$ cat src/rtl/fc_seq_pkg.sv
// Shared definitions for the fully-connected layer sequencer: FSM state
// encoding, the clogb2 helper, accumulator sizing and saturation limits.
package fc_seq_pkg;

    localparam int STATE_WIDTH = 3;

    typedef enum logic [STATE_WIDTH-1:0] {
        IDLE  = 3'd0,
        LOAD  = 3'd1,
        MAC   = 3'd2,
        WRITE = 3'd3,
        DONE  = 3'd4
    } state_t;

    // Smallest r with 2**r >= value (0 for value <= 1).
    function automatic int clogb2(input int value);
        int r;
        r = 0;
        while ((1 << r) < value) r = r + 1;
        return r;
    endfunction

    // Full product width plus growth for summing in_num products, which keeps
    // the accumulator free of overflow for any input data.
    function automatic int acc_width(input int data_width, input int in_num);
        return 2 * data_width + clogb2(in_num);
    endfunction

    // Largest value representable in a signed data_width word.
    function automatic longint sat_max(input int data_width);
        return (longint'(1) <<< (data_width - 1)) - 1;
    endfunction

    // Smallest value representable in a signed data_width word.
    function automatic longint sat_min(input int data_width);
        return -(longint'(1) <<< (data_width - 1));
    endfunction

endpackage

$ cat src/rtl/fc_mac_unit.sv
// Signed multiply-accumulate datapath for one output neuron: loads the bias
// together with the first product, accumulates the rest, then rescales and
// saturates the sum to a DATA_WIDTH word.
// Optional macro FC_SEQ_RELU_EN: negative saturated results are clamped to 0.
module fc_mac_unit
    import fc_seq_pkg::*;
#(
    parameter int DATA_WIDTH  = 32,
    parameter int FRAC_BITS   = 16,
    parameter int IN_DATA_NUM = 8
) (
    input  logic                  clk,
    input  logic                  rst_n,
    input  logic                  load,
    input  logic                  accumulate,
    input  logic [DATA_WIDTH-1:0] bias,
    input  logic [DATA_WIDTH-1:0] act,
    input  logic [DATA_WIDTH-1:0] wgt,
    output logic [DATA_WIDTH-1:0] result
);

    localparam int ACC_WIDTH = acc_width(DATA_WIDTH, IN_DATA_NUM);
    localparam logic signed [ACC_WIDTH-1:0] RES_MAX = ACC_WIDTH'(sat_max(DATA_WIDTH));
    localparam logic signed [ACC_WIDTH-1:0] RES_MIN = ACC_WIDTH'(sat_min(DATA_WIDTH));

    logic signed [2*DATA_WIDTH-1:0] product;
    logic signed [ACC_WIDTH-1:0]    bias_term;
    logic signed [ACC_WIDTH-1:0]    acc;
    logic signed [ACC_WIDTH-1:0]    shifted;
    logic        [DATA_WIDTH-1:0]   clipped;

    assign product   = $signed(act) * $signed(wgt);
    assign bias_term = ACC_WIDTH'($signed(bias)) <<< FRAC_BITS;

    // Accumulator: first MAC step restarts from the aligned bias, later steps add on.
    always_ff @(posedge clk or negedge rst_n) begin
        if (!rst_n) begin
            acc <= '0;
        end else if (load) begin
            acc <= bias_term + ACC_WIDTH'(product);
        end else if (accumulate) begin
            acc <= acc + ACC_WIDTH'(product);
        end
    end

    // Drop the extra fraction bits (floor), clip to the word range, optional ReLU.
    always_comb begin
        shifted = acc >>> FRAC_BITS;
        if (shifted > RES_MAX) begin
            clipped = RES_MAX[DATA_WIDTH-1:0];
        end else if (shifted < RES_MIN) begin
            clipped = RES_MIN[DATA_WIDTH-1:0];
        end else begin
            clipped = shifted[DATA_WIDTH-1:0];
        end
`ifdef FC_SEQ_RELU_EN
        result = clipped[DATA_WIDTH-1] ? '0 : clipped;
`else
        result = clipped;
`endif
    end

endmodule

$ cat src/rtl/fc_layer_sequencer.sv
// Controller for one fully-connected layer behind the AXIS buffer interface.
// Per output neuron: LOAD issues the first addresses, MAC runs IN_DATA_NUM
// accumulate steps against 1-cycle-latency memories, WRITE stores the result;
// after the last neuron DONE pulses axisif_done.
// Optional macro FC_SEQ_RELU_EN (used in fc_mac_unit): ReLU on written results.
module fc_layer_sequencer
    import fc_seq_pkg::*;
#(
    parameter int DATA_WIDTH    = 32,
    parameter int FRAC_BITS     = 16,
    parameter int IN_DATA_NUM   = 8,
    parameter int OUT_DATA_NUM  = 4,
    parameter int IN_ADR_WIDTH  = 8,
    parameter int OUT_ADR_WIDTH = 8,
    parameter int WGT_ADR_WIDTH = 8
) (
    input  logic                     clk,
    input  logic                     rst_n,
    input  logic                     axisif_start,
    output logic                     axisif_done,
    output logic [IN_ADR_WIDTH-1:0]  axisif_bufferIn_adr,
    input  logic [DATA_WIDTH-1:0]    axisif_bufferIn_data,
    output logic [OUT_ADR_WIDTH-1:0] axisif_bufferOut_adr,
    output logic [DATA_WIDTH-1:0]    axisif_bufferOut_data,
    output logic                     axisif_bufferOut_wr,
    output logic [WGT_ADR_WIDTH-1:0] wgt_adr,
    input  logic [DATA_WIDTH-1:0]    wgt_data,
    output logic [OUT_ADR_WIDTH-1:0] bias_adr,
    input  logic [DATA_WIDTH-1:0]    bias_data
);

    localparam int I_WIDTH = clogb2(IN_DATA_NUM + 1);
    localparam int O_WIDTH = (OUT_DATA_NUM > 1) ? clogb2(OUT_DATA_NUM) : 1;
    localparam logic [I_WIDTH-1:0] I_ONE  = I_WIDTH'(1);
    localparam logic [I_WIDTH-1:0] I_LAST = I_WIDTH'(IN_DATA_NUM);
    localparam logic [O_WIDTH-1:0] O_ONE  = O_WIDTH'(1);
    localparam logic [O_WIDTH-1:0] O_LAST = O_WIDTH'(OUT_DATA_NUM - 1);

    state_t               state;
    state_t               next_state;
    logic [I_WIDTH-1:0]   i_cnt;
    logic [O_WIDTH-1:0]   o_cnt;
    logic                 addr_valid;
    logic [I_WIDTH-1:0]   addr_idx;
    logic                 mac_load;
    logic                 mac_acc;
    logic [DATA_WIDTH-1:0] mac_result;

    // State register; reset aborts any layer in progress.
    always_ff @(posedge clk or negedge rst_n) begin
        if (!rst_n) begin
            state <= IDLE;
        end else begin
            state <= next_state;
        end
    end

    // i counts MAC steps within a neuron, o selects the neuron being computed.
    always_ff @(posedge clk or negedge rst_n) begin
        if (!rst_n) begin
            i_cnt <= '0;
            o_cnt <= '0;
        end else begin
            case (state)
                IDLE:    if (axisif_start) o_cnt <= '0;
                LOAD:    i_cnt <= I_ONE;
                MAC:     if (i_cnt != I_LAST) i_cnt <= i_cnt + I_ONE;
                WRITE:   if (o_cnt != O_LAST) o_cnt <= o_cnt + O_ONE;
                default: ;
            endcase
        end
    end

    // Next-state decode plus the strobes and write port driven by each state.
    always_comb begin
        next_state            = state;
        addr_valid            = 1'b0;
        addr_idx              = '0;
        mac_load              = 1'b0;
        mac_acc               = 1'b0;
        axisif_done           = 1'b0;
        axisif_bufferOut_wr   = 1'b0;
        axisif_bufferOut_adr  = '0;
        axisif_bufferOut_data = '0;
        case (state)
            IDLE: begin
                if (axisif_start) next_state = LOAD;
            end
            LOAD: begin
                addr_valid = 1'b1;
                next_state = MAC;
            end
            MAC: begin
                mac_acc  = 1'b1;
                mac_load = (i_cnt == I_ONE);
                if (i_cnt == I_LAST) begin
                    next_state = WRITE;
                end else begin
                    addr_valid = 1'b1;
                    addr_idx   = i_cnt;
                end
            end
            WRITE: begin
                axisif_bufferOut_wr   = 1'b1;
                axisif_bufferOut_adr  = OUT_ADR_WIDTH'(o_cnt);
                axisif_bufferOut_data = mac_result;
                next_state            = (o_cnt == O_LAST) ? DONE : LOAD;
            end
            DONE: begin
                axisif_done = 1'b1;
                next_state  = IDLE;
            end
            default: next_state = IDLE;
        endcase
    end

    assign axisif_bufferIn_adr = addr_valid ? IN_ADR_WIDTH'(addr_idx) : '0;
    assign wgt_adr = addr_valid
                   ? WGT_ADR_WIDTH'(o_cnt) * WGT_ADR_WIDTH'(IN_DATA_NUM) + WGT_ADR_WIDTH'(addr_idx)
                   : '0;
    assign bias_adr = (state == LOAD || state == MAC) ? OUT_ADR_WIDTH'(o_cnt) : '0;

    fc_mac_unit #(
        .DATA_WIDTH  (DATA_WIDTH),
        .FRAC_BITS   (FRAC_BITS),
        .IN_DATA_NUM (IN_DATA_NUM)
    ) u_mac (
        .clk        (clk),
        .rst_n      (rst_n),
        .load       (mac_load),
        .accumulate (mac_acc),
        .bias       (bias_data),
        .act        (axisif_bufferIn_data),
        .wgt        (wgt_data),
        .result     (mac_result)
    );

endmodule
$ cat config.mk
export PLATFORM = sky130hd
export DESIGN_NAME = fc_layer_sequencer
export DESIGN_NICKNAME = d
export VERILOG_FILES = /design/src/rtl/fc_seq_pkg.sv /design/src/rtl/fc_mac_unit.sv /design/src/rtl/fc_layer_sequencer.sv
export SDC_FILE = /design/constraint.sdc
export NUM_CORES = 2
export LEC_CHECK = 0
export ABC_AREA = 1
export CAP_MARGIN = 20
export CORE_ASPECT_RATIO = 0.8
export CORE_MARGIN = 2
export CORE_UTILIZATION = 55
export DETAILED_ROUTE_END_ITERATION = 10
export GPL_TIMING_DRIVEN = 0
export PLACE_DENSITY = 0.83
export RECOVER_POWER = 50
export SLEW_MARGIN = 20
export SYNTH_ARGS = -nofsm -noshare
export SYNTH_HDL_FRONTEND = slang
export SYNTH_HIERARCHICAL = 1
export SYNTH_SLANG_ARGS = --single-unit
$ cat constraint.sdc
create_clock -name clk -period 2.4 [get_ports clk]
set_clock_uncertainty 0.1 [all_clocks]
set_input_delay 0.24 -clock clk [delete_from_list [all_inputs] [get_ports clk]]
set_output_delay 0.24 -clock clk [all_outputs]
set_load 0.02 [all_outputs]
==> impl_metrics.py <==
metrics = {
    "status": {
        "status": "complete, but fails checks",
        "violations": "negative setup slack",
    },
    "worst_setup_path": {
        "end_kind": "register",
        "critical_path_arrival_ns": 9.34,
        "crit_slowest_cell": "fa_2",
        "slowest_delay_ns": 0.71,
        "startpoint_type": "input pin",
        "critPathCapture": "u_mac/acc[66]",
        "path_max_fanout": 7,
        "r2r_end": "u_mac/acc[10]",
        "path_common_cell": "fa_2",
        "crit_required_ns": 2.60,
        "rrSetupSlack_ns": -2.14,
        "worst-setup-path-type": "input pin to register",
        "r2r_start": "state[1]",
        "reg2regPathDepth": 10,
        "startpoint": "axisif_bufferIn_data[31]",
    },
    "grt": {
        "grtUsageTotal": 0.488,
        "grt_max_degree": 47,
        "grt_pass1_wl_um": 332000,
        "grt_pass1_vias": 51700,
        "grt_overflow": 0,
        "antenna_found_initial": 15,
    },
    "floorplan": {
        "start_util": 0.554,
        "io_pins": 165,
        "rows": 99,
        "die_h_um": 275,
        "floorplan.die.width_um": 342,
        "die_area_um2": 94100,
        "coreArea_um2": 91000,
    },
    "sta": {
        "tightest_slew_ns": 1.33,
        "grt_setup_unrepaired": "true",
        "post-route-period-util": 3.81,
        "drv_slew": 0,
        "setup_slack_ns": -6.74,
        "finalCriticalPeriod_ns": 9.14,
        "slew-limit-headroom": 0.113,
        "tns_ns": -376.22,
        "hold_viol": 0,
        "fmax_mhz": 109,
        "timing.hold.ws_ns": 0.192,
        "finalSetupViolCount": 114,
    },
    "placement": {
        "gp_congestion": 1.08,
        "hpwl_um": 185000,
        "dp_cells": 8276,
        "portBuffers": 146,
    },
    "logic_synthesis": {
        "synth_most_common_cell": "inv_1",
        "synth_xor_area_frac": 0.0144,
        "yosys.area.top_type": "fa_1",
        "synth_fa_ha_area_frac": 0.507,
        "synth_common_cells": "1859 x inv_1, 1764 x nand2_1, 1084 x fa_1, 469 x nor2_1, 307 x ha_1",
        "synth-compound-area-share": 0.0749,
        "ys_types": 64,
        "ys.flop_type": "dfrtp_1",
        "ys_top_cells_by_area": "fa_1 43%, inv_1 14%, nand2_1 13%",
        "synth_top_family_by_area": "adder cells",
        "synthCells": 6899,
        "synth_edf_count": 0,
        "synth-seq-area-share": 0.0377,
        "syn-cell-area_um2": 50400,
        "synth_mux_area_frac": 0,
        "syn_area_per_cell_um2": 7.31,
        "yosysTopAreaCellShare": 0.431,
        "synthSimpleGateAreaFrac": 0.205,
        "async_flop_share": 1.00,
        "yosysWarnings": 6,
        "ys_ff_latch": 76,
    },
    "run": {
        "drv_cap": 0,
    },
    "clock_network": {
        "root_buffer": "clkbuf_16",
        "clkSinkCount": 76,
        "cts-htree-levels": 3,
        "clk_latency_ns": 0.38,
        "path_clk_slew_ns": 0.07,
        "cts-buffers-inserted": 9,
        "cts_tree": "yes",
        "clockBufferDepth": 2,
    },
    "layout": {
        "fin_nets": 8920,
        "layout.cells.non_filler": 8656,
        "drive_above_1_share": 0.264,
        "area_growth_pct": 33.7,
    },
    "worst_hold_path": {
        "whs_path_depth": 3,
        "worstHoldPathType": "input pin to register",
    },
    "detailed_routing": {
        "avgViaCountPerCell": 5.92,
        "drt-total-wl_um": 232000,
        "drt_pre_antenna_iters": 9,
        "avgRoutedWirePerCell_um": 26.7,
        "drtIter0Drc": 6384,
        "drtAntennaViolNets": 0,
        "drc": 0,
        "routed-via-count": 51200,
    },
}
==> worst min path at each step <==
stage,start,endpoint,slack [ns]
after global placement,u_mac/acc[6],u_mac/acc[6],0.36
after CTS,axisif_bufferIn_data[0],u_mac/acc[0],0.17
after detailed placement,rst_n,u_mac/acc[20],0.12
after global routing,axisif_bufferIn_data[0],u_mac/acc[0],0.18
final,axisif_bufferIn_data[0],u_mac/acc[0],0.19
after floorplan,rst_n,i_cnt[0],-0.16
==> registers in the layout (all words and copies together), names as in the netlist <==
signal and cells:
u_mac/acc 67, i_cnt 4, state 3, o_cnt 2
==> cell families after synthesis <==
kind of cell | count (synthesis)
AO/OA/AOI/OAI | 662
XOR/XNOR | 83
adder cells (fa/ha/maj) | 1391
buffers and inverters | 2127
flip-flops | 76
other | 1
AND/OR/NAND/NOR | 2559
==> what timing repair did <==
item | 4_1_cts | 5_1_grt
resized for setup | 1758 | 487
buffers inserted | 249 | 102
hold buffers | 1 | 0
endpoints found under the setup margin | 114 | 114
gates cloned | 2 | 3
endpoints found under the hold margin | 30 | 0
pin swaps | 297 | 297
==> worst max-delay path, delay by kind of cell <==
family	cells	cell delay, ns
AOI/OAI and AO/OA	6	1.53
xor gates and xnor gates	1	0.31
adders and majority gates	10	5.14
buffers and inverters	9	1.04
and+or+nand+nor	11	1.03
==> final cells by class <==
cell class	instances	area [µm²]
Timing Repair Buffer	503	4640
Inverter	1876	7080
Tap cell	1212	1520
Multi-Input combinational cell	4713	47800
Buffer	251	4180
Fill cell	6619	23600
Antenna cell	9	22.5
Clock buffer	9	225
Sequential cell	76	1910
Clock inverter	7	57.6
==> through the flow <==
stage / utilization / instance area, µm² / setup WS [ns]
global route: 0.740 / 67400 / -6.87
finish: 0.740 / 67400 / -6.74
global placement: 0.613 / 55800 / -9.51
CTS: 0.713 / 64900 / -6.47
floorplan: - / 52800 / -5.80
detailed placement: 0.613 / 55800 / -9.52
==> cell usage in the layout, fill, tap and decap left out, types with 64 or more instances in the layout <==
cell             Yosys  final
clkbuf_16            0    120
a21oi_1            299    136
dfrtp_1             76     72
inv_2               16    109
nand3_1            177    120
nor2_4               3    110
o21ai_1             16     73
ha_4                 0    141
inv_1             1859   1752
fa_1              1084    995
nand2_4              2     79
a21oi_2              7    115
nor2_1             469    275
fa_2                 0     89
nand2_2             16    159
clkdlybuf4s50_1      0     64
nand2_1           1764   1539
buf_4               21    343
nor2_2              13    100
ha_1               307    154
==> routing by layer <==
layer  share of wire  global-route usage  up-vias
met5          0.0022              0.0233        -
met4           0.053               0.206       26
met3            0.17               0.226      888
met2            0.39               0.666     3957
met1            0.38               0.663    25200
li1                -                   -    21200
Power is not shown: default switching activity piles up to over one toggle a cycle in this logic, so the estimate is an artifact.
